### config.mk
export PLATFORM = sky130hd
export DESIGN_NAME = sdram_burst_arbiter
export DESIGN_NICKNAME = d
export VERILOG_FILES = /design/src/rtl/sdram_arb_pkg.sv /design/src/rtl/sdram_burst_arbiter_rr_pick.sv /design/src/rtl/sdram_burst_arbiter.sv
export SDC_FILE = /design/constraint.sdc
export NUM_CORES = 1
export LEC_CHECK = 0
export CAP_MARGIN = 10
export CORE_MARGIN = 3
export CORE_UTILIZATION = 38
export CTS_CLUSTER_DIAMETER = 120
export DETAILED_ROUTE_END_ITERATION = 7
export MAX_ROUTING_LAYER = met4
export PLACE_DENSITY_LB_ADDON = 0.05
export REMOVE_ABC_BUFFERS = 1
export SYNTH_ARGS = -nofsm -noshare
export SYNTH_HDL_FRONTEND = slang
export SYNTH_HIERARCHICAL = 1
export SYNTH_SLANG_ARGS = --single-unit
### constraint.sdc
create_clock -name clk -period 3.2 [get_ports clk]
set_input_delay 0.64 -clock clk [delete_from_list [all_inputs] [get_ports clk]]
set_output_delay 0.64 -clock clk [all_outputs]
set_load 0.02 [all_outputs]
### src/rtl/sdram_arb_pkg.sv
`default_nettype none
// +----------------------------------------------------------------------+
// | sdram_arb_pkg : shared widths and state encoding for burst arbiters |
// | Revision      : 1.0                                                  |
// +----------------------------------------------------------------------+
package sdram_arb_pkg;
  localparam int ADDR_W    = 25;
  localparam int LEN_W     = 11;
  localparam int NUM_PORTS = 2;

  typedef enum logic {
    ARB_IDLE   = 1'b0,
    ARB_STREAM = 1'b1
  } arb_state_t;
endpackage
`default_nettype wire

### src/rtl/sdram_burst_arbiter_rr_pick.sv
`default_nettype none
// +----------------------------------------------------------------------+
// | rr_pick  : combinational round-robin picker, search starts at ptr+1  |
// | Revision : 1.0                                                       |
// +----------------------------------------------------------------------+
module rr_pick #(
  parameter int N     = 2,
  parameter int PTR_W = $clog2(N)
) (
  input  logic [N-1:0]     i_pending,
  input  logic [PTR_W-1:0] i_rr_ptr,
  output logic [N-1:0]     o_grant_oh,
  output logic [PTR_W-1:0] o_grant_idx,
  output logic             o_any
);
  int               w_idx;
  logic [PTR_W-1:0] w_sel;

  // The current owner (offset N) is checked last so it cannot win twice
  // in a row while anybody else is waiting.
  always_comb begin
    o_grant_oh  = '0;
    o_grant_idx = '0;
    o_any       = 1'b0;
    w_idx       = 0;
    w_sel       = '0;
    for (int k = 1; k <= N; k++) begin
      w_idx = (int'(i_rr_ptr) + k) % N;
      w_sel = w_idx[PTR_W-1:0];
      if (!o_any && i_pending[w_sel]) begin
        o_any             = 1'b1;
        o_grant_oh[w_sel] = 1'b1;
        o_grant_idx       = w_sel;
      end
    end
  end
endmodule
`default_nettype wire

### src/rtl/sdram_burst_arbiter.sv
`default_nettype none
// +----------------------------------------------------------------------+
// | sdram_burst_arbiter : round-robin share of one io_sdram burst port   |
// | Revision            : 1.0                                            |
// +----------------------------------------------------------------------+
module sdram_burst_arbiter #(
  parameter int NUM_PORTS = sdram_arb_pkg::NUM_PORTS,
  parameter int ADDR_W    = sdram_arb_pkg::ADDR_W,
  parameter int LEN_W     = sdram_arb_pkg::LEN_W
) (
  input  logic                        clk,
  input  logic                        reset_n,
  input  logic [NUM_PORTS-1:0]        i_req_rd,
  input  logic [NUM_PORTS*ADDR_W-1:0] i_req_addr,
  input  logic [NUM_PORTS*LEN_W-1:0]  i_req_len,
  input  logic [NUM_PORTS-1:0]        i_req_32bit,
  output logic [31:0]                 o_req_data,
  output logic [NUM_PORTS-1:0]        o_req_data_valid,
  output logic [NUM_PORTS-1:0]        o_req_data_done,
  output logic [NUM_PORTS-1:0]        o_req_busy,
  output logic [NUM_PORTS-1:0]        o_err_overrun,
  output logic                        o_burst_rd,
  output logic [ADDR_W-1:0]           o_burst_addr,
  output logic [LEN_W-1:0]            o_burst_len,
  output logic                        o_burst_32bit,
  input  logic [31:0]                 i_burst_data,
  input  logic                        i_burst_data_valid,
  input  logic                        i_burst_data_done
);
  import sdram_arb_pkg::*;

  localparam int c_PTR_W = $clog2(NUM_PORTS);

  arb_state_t           r_state;
  arb_state_t           w_state_nxt;
  logic [c_PTR_W-1:0]   r_grant;
  logic [c_PTR_W-1:0]   r_rr_ptr;
  logic                 r_burst_rd;
  logic [ADDR_W-1:0]    r_burst_addr;
  logic [LEN_W-1:0]     r_burst_len;
  logic                 r_burst_32bit;
  logic [NUM_PORTS-1:0] r_zero_done;

  logic [NUM_PORTS-1:0] w_pending;
  logic [NUM_PORTS-1:0] w_err;
  logic [ADDR_W-1:0]    w_addr [NUM_PORTS];
  logic [LEN_W-1:0]     w_len  [NUM_PORTS];
  logic [NUM_PORTS-1:0] w_b32;
  logic [NUM_PORTS-1:0] w_pick_oh;
  logic [c_PTR_W-1:0]   w_pick_idx;
  logic                 w_any;
  logic                 w_take;
  logic                 w_issue;
  logic                 w_release;
  logic                 w_streaming;
  logic [NUM_PORTS-1:0] w_own_oh;
  logic [NUM_PORTS-1:0] w_owner_busy;
  logic [NUM_PORTS-1:0] w_accept;
  logic [NUM_PORTS-1:0] w_overrun;

  assign w_streaming  = (r_state == ARB_STREAM);
  assign w_own_oh     = {{(NUM_PORTS-1){1'b0}}, 1'b1} << r_grant;
  // The owner frees up in its done cycle, so a request arriving with done
  // is taken rather than flagged as an overrun.
  assign w_owner_busy = (w_streaming && !i_burst_data_done) ? w_own_oh : '0;
  assign w_accept     = i_req_rd & ~w_pending & ~w_owner_busy;
  assign w_overrun    = i_req_rd & ~w_accept;

  rr_pick #(
    .N     (NUM_PORTS),
    .PTR_W (c_PTR_W)
  ) u_rr_pick (
    .i_pending   (w_pending),
    .i_rr_ptr    (r_rr_ptr),
    .o_grant_oh  (w_pick_oh),
    .o_grant_idx (w_pick_idx),
    .o_any       (w_any)
  );

  for (genvar gi = 0; gi < NUM_PORTS; gi++) begin : g_port
    logic              r_pending;
    logic              r_err;
    logic [ADDR_W-1:0] r_addr;
    logic [LEN_W-1:0]  r_len;
    logic              r_b32;

    always_ff @(posedge clk or negedge reset_n) begin
      if (!reset_n) begin
        r_pending <= 1'b0;
        r_err     <= 1'b0;
        r_addr    <= '0;
        r_len     <= '0;
        r_b32     <= 1'b0;
      end else begin
        if (w_accept[gi]) begin
          r_pending <= 1'b1;
          r_addr    <= i_req_addr[gi*ADDR_W +: ADDR_W];
          r_len     <= i_req_len[gi*LEN_W +: LEN_W];
          r_b32     <= i_req_32bit[gi];
        end else if (w_take && w_pick_oh[gi]) begin
          r_pending <= 1'b0;
        end
        if (w_overrun[gi]) begin
          r_err <= 1'b1;
        end
      end
    end

    assign w_pending[gi] = r_pending;
    assign w_err[gi]     = r_err;
    assign w_addr[gi]    = r_addr;
    assign w_len[gi]     = r_len;
    assign w_b32[gi]     = r_b32;
  end

  always_comb begin
    w_state_nxt = r_state;
    w_take      = 1'b0;
    w_issue     = 1'b0;
    w_release   = 1'b0;
    case (r_state)
      ARB_IDLE: begin
        if (w_any) begin
          w_take = 1'b1;
          if (w_len[w_pick_idx] != '0) begin
            w_issue     = 1'b1;
            w_state_nxt = ARB_STREAM;
          end
        end
      end
      ARB_STREAM: begin
        if (i_burst_data_done) begin
          w_release   = 1'b1;
          w_state_nxt = ARB_IDLE;
        end
      end
    endcase
  end

  always_ff @(posedge clk or negedge reset_n) begin
    if (!reset_n) begin
      r_state       <= ARB_IDLE;
      r_grant       <= '0;
      r_rr_ptr      <= c_PTR_W'(NUM_PORTS - 1);
      r_burst_rd    <= 1'b0;
      r_burst_addr  <= '0;
      r_burst_len   <= '0;
      r_burst_32bit <= 1'b0;
      r_zero_done   <= '0;
    end else begin
      r_state     <= w_state_nxt;
      r_burst_rd  <= w_issue;
      r_zero_done <= '0;
      if (w_take) begin
        r_grant <= w_pick_idx;
        if (w_issue) begin
          r_burst_addr  <= w_addr[w_pick_idx];
          r_burst_len   <= w_len[w_pick_idx];
          r_burst_32bit <= w_b32[w_pick_idx];
        end else begin
          // Zero-length request completes locally without touching io_sdram.
          r_zero_done <= w_pick_oh;
          r_rr_ptr    <= w_pick_idx;
        end
      end
      if (w_release) begin
        r_rr_ptr <= r_grant;
      end
    end
  end

  assign o_req_data       = i_burst_data;
  assign o_req_data_valid = (w_streaming && i_burst_data_valid) ? w_own_oh : '0;
  assign o_req_data_done  = r_zero_done |
                            ((w_streaming && i_burst_data_done) ? w_own_oh : '0);
  assign o_req_busy       = w_pending | (w_streaming ? w_own_oh : '0);
  assign o_err_overrun    = w_err;
  assign o_burst_rd       = r_burst_rd;
  assign o_burst_addr     = r_burst_addr;
  assign o_burst_len      = r_burst_len;
  assign o_burst_32bit    = r_burst_32bit;
endmodule
`default_nettype wire

* Word-level counts from Yosys, hierarchy flattened
Cells that the tools add are included.
** Word-level totals
- Flip-flop bits (word level) :: 121
- Latch bits :: 0
- RAM bits :: 0
- Bits in read-only memories :: 0
- Input bits :: 112
- Logic and storage cells :: 99
- Memories :: 0
** Operators by class
- $add $sub $neg :: 2
- $mul :: 0
- Divide/modulo/power cells :: 0
- Order comparisons :: 6
- Equal/unequal tests :: 1
- Shift-type cells :: 1
- Mux-type cells :: 44
- Bitwise operators :: 11
- Reduce and logical (&&, ||, !) cells :: 16
** Operators with widths (number)
- $mux 25 :: 3
- $mux 11 :: 3
- $mux 1 :: 27
- $mux 2 :: 8
- $reduce_bool 11->1 :: 1
- $logic_and 1x1->1 :: 8
- $and 2x2->2 :: 3
- $lt 1x2->1 const B :: 3
- $not 2->2 :: 3
- $or 2x2->2 :: 3
- $reduce_bool 2->1 :: 3
- $reduce_and 2->1 :: 2
- $add 1x1->1 const B :: 2
- $demux 1 s1 :: 2
- $ge 1x1->1 const B :: 2
- $ge 2x2->1 const B :: 1
- $logic_not 1->1 :: 2
- $ne 2x1->1 const B :: 1
- $not 1->2 :: 1
- $pmux 1 s2 :: 1
- $shl 1x1->2 const A :: 1
- $not 1->1 :: 1

* Logic depth before layout (Yosys ltp)
Gate-level depths: netlist of run 1.
- Depth after elaboration :: 18
- Gate-level depth with buffers :: 9
- Depth with buffers taken out :: 6

* Cells and area by module
The synthesis of run 1 kept the hierarchy.
** Modules (own cells, without submodules)
- sdram_burst_arbiter :: instances 1, cells an instance 366, area each 5403.9 µm²
- rr_pick :: instances 1, cells an instance 5, area each 32.5 µm²

* Worst setup path after synthesis of run 1
Ideal clock, no wire load.
- Path kind :: reg-to-reg
- Start :: register r_rr_ptr
- End :: register r_burst_addr[0] (netlist: o_burst_addr[0])
- Setup time :: 0.125 ns
- Data arrival time :: 2.295 ns
- Required time :: 3.075 ns
- Path slack :: 0.780 ns
- Cell stages (with the launch flop) :: 10
- Buffers on the path :: 3
- Period minus slack after synthesis :: 2.420 ns
- Cell sequence :: dfstp_2 -> a21boi_0 -> buf_6 -> or4_1 -> o22ai_2 -> o211ai_2 -> and2_4 -> buf_6 -> buf_6 -> mux2_4
** On the way
- Word-level cells in the longest chain between the ends :: 16
- Elaborated cells between the ends (all ways) :: 26
- Those cells by class :: 2 x add/sub; 19 x mux; 1 x bitwise; 4 x reduce/logical
** RTL lines
- start, declared :: RTL line sdram_burst_arbiter.sv:37 : logic [c_PTR_W-1:0] r_rr_ptr;
- start signal, assigned :: RTL line sdram_burst_arbiter.sv:144 : r_rr_ptr <= c_PTR_W'(NUM_PORTS - 1);
- start signal, assigned :: RTL line sdram_burst_arbiter.sv:163 : r_rr_ptr <= w_pick_idx;
- start signal, assigned :: RTL line sdram_burst_arbiter.sv:167 : r_rr_ptr <= r_grant;
- $add 1x1->1 :: RTL line sdram_burst_arbiter_rr_pick.sv:28 : w_idx = (int'(i_rr_ptr) + k) % N;
- $mux 1 (not written as such) (2 in series) :: RTL line sdram_burst_arbiter_rr_pick.sv:30 : if (!o_any && i_pending[w_sel]) begin
- $mux 1 :: RTL line sdram_burst_arbiter_rr_pick.sv:30
- $logic_not 1->1 :: RTL line sdram_burst_arbiter_rr_pick.sv:30
- $logic_and 1x1->1 :: RTL line sdram_burst_arbiter_rr_pick.sv:30
- $mux 1 (*) :: RTL line sdram_burst_arbiter_rr_pick.sv:30
- named net w_pick_idx :: RTL line sdram_burst_arbiter.sv:50 : logic [c_PTR_W-1:0] w_pick_idx;
- $not 1->2 (not written as such) (*) :: RTL line sdram_burst_arbiter.sv:125, sdram_burst_arbiter.sv:157
- $mux 11 (not written as such) (3 in series) :: RTL line sdram_burst_arbiter.sv:125 : if (w_len[w_pick_idx] != '0) begin
- $reduce_bool 11->1 :: RTL line sdram_burst_arbiter.sv:125
- $mux 1 :: RTL line sdram_burst_arbiter.sv:125
- $mux 1 :: RTL line sdram_burst_arbiter.sv:123 : if (w_any) begin
- $mux 1 :: RTL line sdram_burst_arbiter.sv:121 : case (r_state)
- $reduce_and 2->1 (no line)
- end signal, assigned :: RTL line sdram_burst_arbiter.sv:157 : r_burst_addr <= w_addr[w_pick_idx];
- end, declared :: RTL line sdram_burst_arbiter.sv:39 : logic [ADDR_W-1:0] r_burst_addr;
The timed path passes the listed nets; every way through them passes the cells marked *. The select of a mux whose other input is x is not followed.
A chain may end at the register's enable or synchronous reset.

* Worst setup path in the final report of run 1
- Start :: input port i_burst_data_done
- End :: output port o_req_data_done[0]
** On the way
- Word-level cells in the longest chain between the ends :: 3
** RTL lines
- start, declared :: RTL line sdram_burst_arbiter.sv:28 : input logic i_burst_data_done
- $logic_and 1x1->1 :: RTL line sdram_burst_arbiter.sv:175 : ((w_streaming && i_burst_data_done) ? w_own_oh : '0);
- $mux 2 :: RTL line sdram_burst_arbiter.sv:175
- $or 2x2->2 :: RTL line sdram_burst_arbiter.sv:174 : assign o_req_data_done = r_zero_done |
- end, declared :: RTL line sdram_burst_arbiter.sv:19 : output logic [NUM_PORTS-1:0] o_req_data_done,
No other way between the ends.

==> results.md, run 1 <==
* Status: finished clean
* P_leak at 3.070 nW
* CP Launch Point: i_burst_data_done
* Worst-path clk slew at 0.05 ns
* Most frequent cell on the critical path: clkdlybuf4s50_1
* Largest family of logic cells by synthesized area: multiplexers
* Final-report hold violation count at 0
* Synth Area in Adders at 0
* Die area at 0.01578 mm^2
* IO Count at 190
* Switching share of power at 0.3077
* Post-DP HPWL at 8.820 mm
* Post-synth EDFFs at 0
* Vias in the first global route at 3563
* Layout fillers at 1198
* #FFs+latches synth at 121
* Crit end category: output pin
* Setup CP Type: primary input to output pin
* Post-synthesis instance area at 0.005436 mm^2
* Synth unique cells at 35
* Number of setup buffers added after CTS at 0
* Simple-gate area share of the yosys netlist at 0.03222
* Post-route design area at 0.007239 mm^2
* DRC violations left at 0
* WP depth at 5
* Critical R2R Capture: o_burst_addr[15]
* Worst rel slew slack at 0.5196
* Worst endpoint required time at 2.56 ns
* CTS tree: built
* Xor/xnor cell area share of the yosys netlist at 0
* Register Area at 0.003029 mm^2
* Setup TNS at 0 ns
* Synth-to-layout area growth at 33.16%
* Multiplexer share of the synthesized area at 0.3181
* Via count at 3253
* Yosys top cell by area: dfrtp_1
* CP delay by family, top: buffers and inverters
* Total of max-cap violations at 0
* Clock group share of total power at 0.230
* Routed Antenna Nets at 0
* Least-Margin Pin Slew at 0.7206 ns
* Nets@finish at 583
* Root Buffer: clkbuf_16
* Comb pwr share at 0.425
* Initial Utilization at 0.3901
* CP endpoint: o_req_data_done[0]
* First-pass DRT Iterations at 4
* Multi-input logic area at 0.002057 mm^2
* GRT Overall Usage at 0.1768
* Worst-Skew Late Latency at 0.41 ns
* Max Fclk at 347.5 MHz
* Main synth FF type: dfrtp_1
* Core Region at 0.01393 mm^2
* Vias per cell at 4.899
* Total wire length at 13.07 mm
* Switching pwr at 2.495 mW
* RSZ-0062 raised after global routing: false
* Synth Warn # at 6
* Min Tclk post-route at 2.878 ns
* Cell Int Power at 5.613 mW
* R2r setup slk at 0.55 ns
* Post-Synthesis Cells at 371
* Die Wd at 125.6 um
* Post_cts resized at 0
* P per Cell Area at 1120 mW/mm^2
* Worst-case clock buffer depth at 2
* Fin. max-slew vios at 0
* DR iter-0 viols at 154
* CP startpoint kind: primary input
* PortBufs at 125
* ANT cells at 0
* Clk_skew at 0.006935 ns
* Seq/Total Area, Yosys at 0.5572
* Post-synthesis async set-or-reset flop share at 1.000
* CP Cell Sequence: clkdlybuf4s50_1 -> inv_1 -> or2_2 -> nand2b_1 -> clkdlybuf4s50_1
* Share of power burned in registers at 0.344
* Most common cell after layout, fill and taps aside: mux2_2
* Initial antenna violation count at 0
* Worst VDD drop at 0.0004210 V
* Critical path arrival at 2.24 ns
* Clk sinks at 121
* Clock buffer count from CTS at 17
* GRT Residual Overflow at 0
* Dpl cell area at 0.006656 mm^2
* Hold_buf cts at 0
* Gp weighted congestion at 0.7246
* Buf/Inv on CP at 3
* Synthesized area per cell at 14.65 um^2
* Reg2Reg Depth at 6
* CP Max Fanout at 4
* Post-DR wirelength/cell at 19.68 um
* # setup viols final at 0
* Die Span Y at 125.6 um
* Critical Path Slowest Stage Cell: clkdlybuf4s50_1
* H-tree levels at 4
* Most frequent cells in the layout: 126 x mux2_2, 124 x clkdlybuf4s50_1, 120 x dfrtp_1
* Synth top area cells: dfrtp_1 55%, mux2_2 26%, mux2_4 5.5%, buf_4 4.7%, buf_6 0.83%
* Yosys top cell area share at 0.5524
* Layout cells sized above 1 at 0.4029
* First-pass GRT wire length at 20.34 mm
* Rows at 43
* Largest net degree at the start of global routing at 55
* Reg2reg start: g_port[0].r_pending
* HP Class: primary input to async pin
* Synth Area in Compound Gates at 0.02486
* Period utilization at 0.8993
* Total power at 8.108 mW
* CP max stage delay at 0.59 ns
## power groups by stage
stage	registers, mW	logic [mW]	clock network [mW]
2_1_floorplan	2.97	2.12	0
3_3_place_gp	2.79	3.45	0
3_5_place_dp	2.81	3.50	0
4_1_cts	2.80	3.52	1.91
5_1_grt	2.90	3.72	1.98
6_report	2.79	3.45	1.87
## how the worst min path moves through the flow
stage | end | cells past startpoint | slack (ns) | start
5_1_grt | g_port[1].r_err | 1 | 0.33 | reset_n
3_3_place_gp | g_port[1].r_err | 1 | 0.44 | g_port[1].r_err
4_1_cts | g_port[1].r_err | 1 | 0.30 | reset_n
3_5_place_dp | g_port[1].r_err | 1 | 0.45 | g_port[1].r_err
6_report | g_port[1].r_err | 1 | 0.28 | reset_n
2_1_floorplan | g_port[0].r_addr[0] | 0 | 0.34 | reset_n
## layout make-up
type,instances,area share
Clock inverter,9,0.01314
Tap cell,180,0.03111
Multi-Input combinational cell,195,0.2841
Clock buffer,23,0.06740
Sequential cell,121,0.4184
Inverter,3,0.001555
Timing Repair Buffer,133,0.1842
## cell families after synthesis
group                  Yosys count
muxes                          147
DFF                            121
AOI/OAI and AO/OA               17
buffers and inverters           55
and+or+nand+nor                 31
## per-layer routing
metal | global-route usage | vias to the layer above | part of all wire
met5 | - | - | 0
met4 | 0.05931 | 0 | 0.014
met3 | 0.09245 | 14 | 0.10
met2 | 0.2379 | 125 | 0.43
met1 | 0.2290 | 1636 | 0.45
li1 | - | 1478 | -
## stage by stage
step	utilization	worst slack, ns	hold WS (ns)	cells
5_1_grt	0.5195	0.2837	0.3325	664
4_1_cts	0.5195	0.3229	0.3042	664
6_report	0.5195	0.3223	0.2824	664
2_1_floorplan	-	-1.933	0.3444	319
3_5_place_dp	0.4777	0.3290	0.4518	632
3_3_place_gp	0.4777	0.3409	0.4364	632
## registers in the layout, summed over array words and instances, names as in the netlist
signal	cells
o_burst_32bit	1
g_port.r_err	2
r_state	1
g_port.r_len	22
r_rr_ptr	1
o_burst_addr	25
r_zero_done	2
g_port.r_pending	2
g_port.r_b32	2
o_burst_rd	1
g_port.r_addr	50
o_burst_len	11
r_grant	1
## Yosys cell counts, types with 2 or more instances
cell type	n
mux2_2	126
dfrtp_1	120
buf_4	34
mux2_4	20
nand2_1	9
clkbuf_1	7
nand2b_1	5
nor2_1	5
a21o_1	4
buf_1	4
buf_6	4
buf_2	3
inv_1	3
o21ai_0	3
a21boi_0	2
and3_1	2
or4_1	2
Power figures use the tool's default switching activity.
==> run 2, diff against run 1 <==
--- a/config.mk
+++ b/config.mk
@@ -5,6 +5,7 @@
 export SDC_FILE = /design/constraint.sdc
 export NUM_CORES = 1
 export LEC_CHECK = 0
+export ABC_AREA = 1
 export CAP_MARGIN = 10
 export CORE_MARGIN = 3
 export CORE_UTILIZATION = 38
==> constraint.sdc (replaced) <==
create_clock -name clk -period 3.2 [get_ports clk]
set_input_delay 0.96 -clock clk [delete_from_list [all_inputs] [get_ports clk]]
set_output_delay 0.96 -clock clk [all_outputs]
set_load 0.02 [all_outputs]
==> run 2 against run 1 <==
Cell area shrank 0.93%. Total power shrank 6.4%. Largest cell class unchanged. Area after synthesis shrank 1.4%. Clock-buffer cell count shrank 2. Sequential cell count is the same. Highest routed layer unchanged. Synthesized cell count grew 48%. Clock skew shrank 0.0025 ns. Global-route usage grew 0.56 points. Setup slack lost 0.26 ns. Die area shrank 1.4%.
==> results.md, run 2 <==
* Clk sinks at 121 (unchanged)
* Count leader, synth: nand2_1 (was mux2_2)
* Post-synthesis async set-or-reset flop share at 1.000 (unchanged)
* Setup CP Type: primary input to output pin (unchanged)
* Main synth FF type: dfrtp_1 (unchanged)
* RSZ-0062 raised after global routing: false (unchanged)
* Rows at 42 (was 43)
* Worst-Skew Late Latency at 0.41 ns (about the same)
* DRC violations left at 0 (unchanged)
* Worst-path clk slew at 0.05 ns (about the same)
* Most flops, register: g_port.r_addr (unchanged)
* Clk_skew at 0.004423 ns (was 0.006935 ns)
* Root Buffer: clkbuf_16 (unchanged)
* Worst-case clock buffer depth at 2 (unchanged)
* Yosys top cell area share at 0.5605 (was 0.5524)
* Total power at 7.592 mW (was 8.108 mW)
* PortBufs at 125 (unchanged)
* Synthesized area per cell at 9.759 um^2 (was 14.65 um^2)
* Min Tclk post-route at 3.133 ns (was 2.878 ns)
* Initial Utilization at 0.3967 (was 0.3901)
* Pre-CTS WS at -0.08303 ns (was 0.3290 ns)
* Crit end category: output pin (unchanged)
* Core Region at 0.01351 mm^2 (was 0.01393 mm^2)
* Most frequent cells in the layout: 134 x nand2_1, 122 x clkdlybuf4s50_1, 120 x dfrtp_1 (was 126 x mux2_2, 124 x clkdlybuf4s50_1, 120 x dfrtp_1)
* Total of max-cap violations at 0 (unchanged)
* CP startpoint kind: primary input (unchanged)
* Vias in the first global route at 4025 (was 3563)
* Post-synthesis instance area at 0.005358 mm^2 (was 0.005436 mm^2)
* Least-Margin Pin Slew at 0.6076 ns (was 0.7206 ns)
* Post-route insts no fill at 833 (was 664)
* Largest net degree at the start of global routing at 77 (was 55)
* Max Fclk at 319.2 MHz (was 347.5 MHz)
* ANT cells at 0 (unchanged)
* H-tree levels at 4 (unchanged)
* Most common library cells after synthesis: 134 x nand2_1, 120 x dfrtp_1, 72 x o21ai_0 (was 126 x mux2_2, 120 x dfrtp_1, 34 x buf_4)
* Post-DP HPWL at 8.883 mm (was 8.820 mm)
* Period utilization at 0.9790 (was 0.8993)
* Max reg flops at 50 (unchanged)
* Post-synth EDFFs at 0 (unchanged)
* Initial antenna violation count at 0 (unchanged)
* Layout cells sized above 1 at 0.1157 (was 0.4029)
* Final-report hold violation count at 0 (unchanged)
* GRT Overall Usage at 0.1825 (was 0.1768)
* CP max stage delay at 0.61 ns (was 0.59 ns)
* Worst endpoint required time at 2.24 ns (was 2.56 ns)
* Yosys top cell by area: dfrtp_1 (unchanged)
* Fin. max-slew vios at 0 (unchanged)
* CP Max Fanout at 2 (was 4)
* Post-DR wirelength/cell at 15.84 um (was 19.68 um)
* Synth top area cells: dfrtp_1 56%, nand2_1 9.4%, o21ai_0 6.7%, mux2_2 5.9%, mux2i_1 4.9% (was dfrtp_1 55%, mux2_2 26%, mux2_4 5.5%, buf_4 4.7%, buf_6 0.83%)
* DP Cell Count at 801 (was 632)
* CP Cell Sequence: clkdlybuf4s50_1 -> inv_1 -> nor2_1 -> clkdlybuf4s50_1 (was clkdlybuf4s50_1 -> inv_1 -> or2_2 -> nand2b_1 -> clkdlybuf4s50_1)
* P_leak at 3.443 nW (was 3.070 nW)
* Dpl cell area at 0.006544 mm^2 (was 0.006656 mm^2)
* Synth-to-layout area growth at 33.86% (was 33.16%)
* First-pass DRT Iterations at 4 (unchanged)
* Seq/Total Area, Yosys at 0.5654 (was 0.5572)
* IO Count at 190 (unchanged)
* Total wire length at 13.19 mm (was 13.07 mm)
* First-pass GRT wire length at 21.43 mm (was 20.34 mm)
* # setup viols final at 0 (unchanged)
* HP Class: flip-flop to flip-flop (was primary input to async pin)
* Vias per cell at 4.582 (was 4.899)
* Final setup margin at 0.06721 ns (was 0.3223 ns)
* Synth unique cells at 24 (was 35)
* CTS tree: built (unchanged)
* Clock buffer count from CTS at 17 (unchanged)
* Gp weighted congestion at 0.7666 (was 0.7246)
* #FFs+latches synth at 121 (unchanged)
* Critical path arrival at 2.17 ns (was 2.24 ns)
* DR iter-0 viols at 211 (was 154)
* Die Wd at 124.7 um (was 125.6 um)
* GRT Residual Overflow at 0 (unchanged)
* Most frequent cell on the critical path: clkdlybuf4s50_1 (unchanged)
* Die Span Y at 124.7 um (was 125.6 um)
* Die area at 0.01556 mm^2 (was 0.01578 mm^2)
* Critical Path Slowest Stage Cell: clkdlybuf4s50_1 (unchanged)
* Status: finished clean (unchanged)
* Synth Warn # at 6 (unchanged)
* Nets@finish at 756 (was 583)
* P per Cell Area at 1059 mW/mm^2 (was 1120 mW/mm^2)
* Post-Synthesis Cells at 549 (was 371)
* Layout fillers at 1244 (was 1198)
* Via count at 3817 (was 3253)
* Most common cell after layout, fill and taps aside: nand2_1 (was mux2_2)
* Number of setup buffers added after CTS at 0 (unchanged)
* Routed Antenna Nets at 0 (unchanged)
* Post-route design area at 0.007172 mm^2 (was 0.007239 mm^2)
* Worst VDD drop at 0.0005070 V (was 0.0004210 V)
* Worst rel slew slack at 0.5949 (was 0.5196)
## run 2: cell types whose count changed in the layout (fill, tap and decap cells not counted), moves of 9 or more
cell	previous run	this run
nand2_1	9	134
mux2_2	126	28
o21ai_0	3	72
inv_1	3	66
mux2i_1	1	26
mux2_4	20	0
nor2_1	5	16
a21oi_1	1	10
## run 2: metrics by stage
stage                     hold slack (ns)  utilization  TNS [ns]
after floorplan                    0.4528            -    -73.69
after global placement             0.4401       0.4845  -0.07636
after detailed placement           0.4486       0.4845   -0.1348
after CTS                          0.4608       0.5310         0
after global routing               0.4808       0.5310         0
final                              0.4560       0.5310         0
## run 2: logic make-up after synthesis
kind of cell / Yosys count / synth area share
AOI/OAI and AO/OA: 93 / 0.09085
and+or+nand+nor: 154 / 0.1102
muxes: 54 / 0.1074
DFF: 121 / 0.5654
buffers and inverters: 127 / 0.1261
## run 2: report_power, final
part	leakage [nW]	internal (mW)	total (mW)	switching, mW
combinational	1.68	1.32	2.92	1.60
sequential	1.46	2.27	2.65	0.388
clock	0.299	1.34	2.02	0.677
total	3.44	4.93	7.59	2.67
## run 2: worst max-delay path: cells and delay by family
kind / cells / cell delay, ns
buffers and inverters: 3 / 1.12
and+or+nand+nor: 1 / 0.09
## run 2: final timing paths
path                                startpoint                  end  slack (ns)  depth (start not counted)
setup / recovery            i_burst_data_valid  o_req_data_valid[1]        0.07                          4
hold / removal                 g_port[1].r_err      g_port[1].r_err        0.46                          1
setup reg to reg           g_port[0].r_pending     o_burst_addr[12]        0.56                         10
hold reg to reg                g_port[1].r_err      g_port[1].r_err        0.46                          1
max in group asynchronous              reset_n  g_port[1].r_addr[9]        1.88                          2
min in group asynchronous              reset_n   g_port[1].r_len[1]        0.54                          1
## run 2: what timing repair did
item | CTS | global route
endpoints found under the setup margin | 2 | 0
hold buffers | 0 | 0
resized for setup | 2 | 0
## run 2: cell type report
| class | count | area (um^2) | share of cell area |
|---|---|---|---|
| multi-input cells | 301 | 1674 | 0.2334 |
| clock buffers | 21 | 460.4 | 0.06420 |
| inverters | 67 | 251.5 | 0.03507 |
| flip-flops and latches | 121 | 3029 | 0.4224 |
| well taps | 176 | 220.2 | 0.03070 |
| clock inverters | 11 | 170.2 | 0.02373 |
| repair buffers | 136 | 1366 | 0.1905 |
## run 2: per-layer routing
layer	track usage	vias to the layer above	wire length, um
li1	-	1888	-
met1	0.2300	1792	5931
met2	0.2576	124	5889
met3	0.08877	13	1229
met4	0.05996	0	143
met5	-	-	0
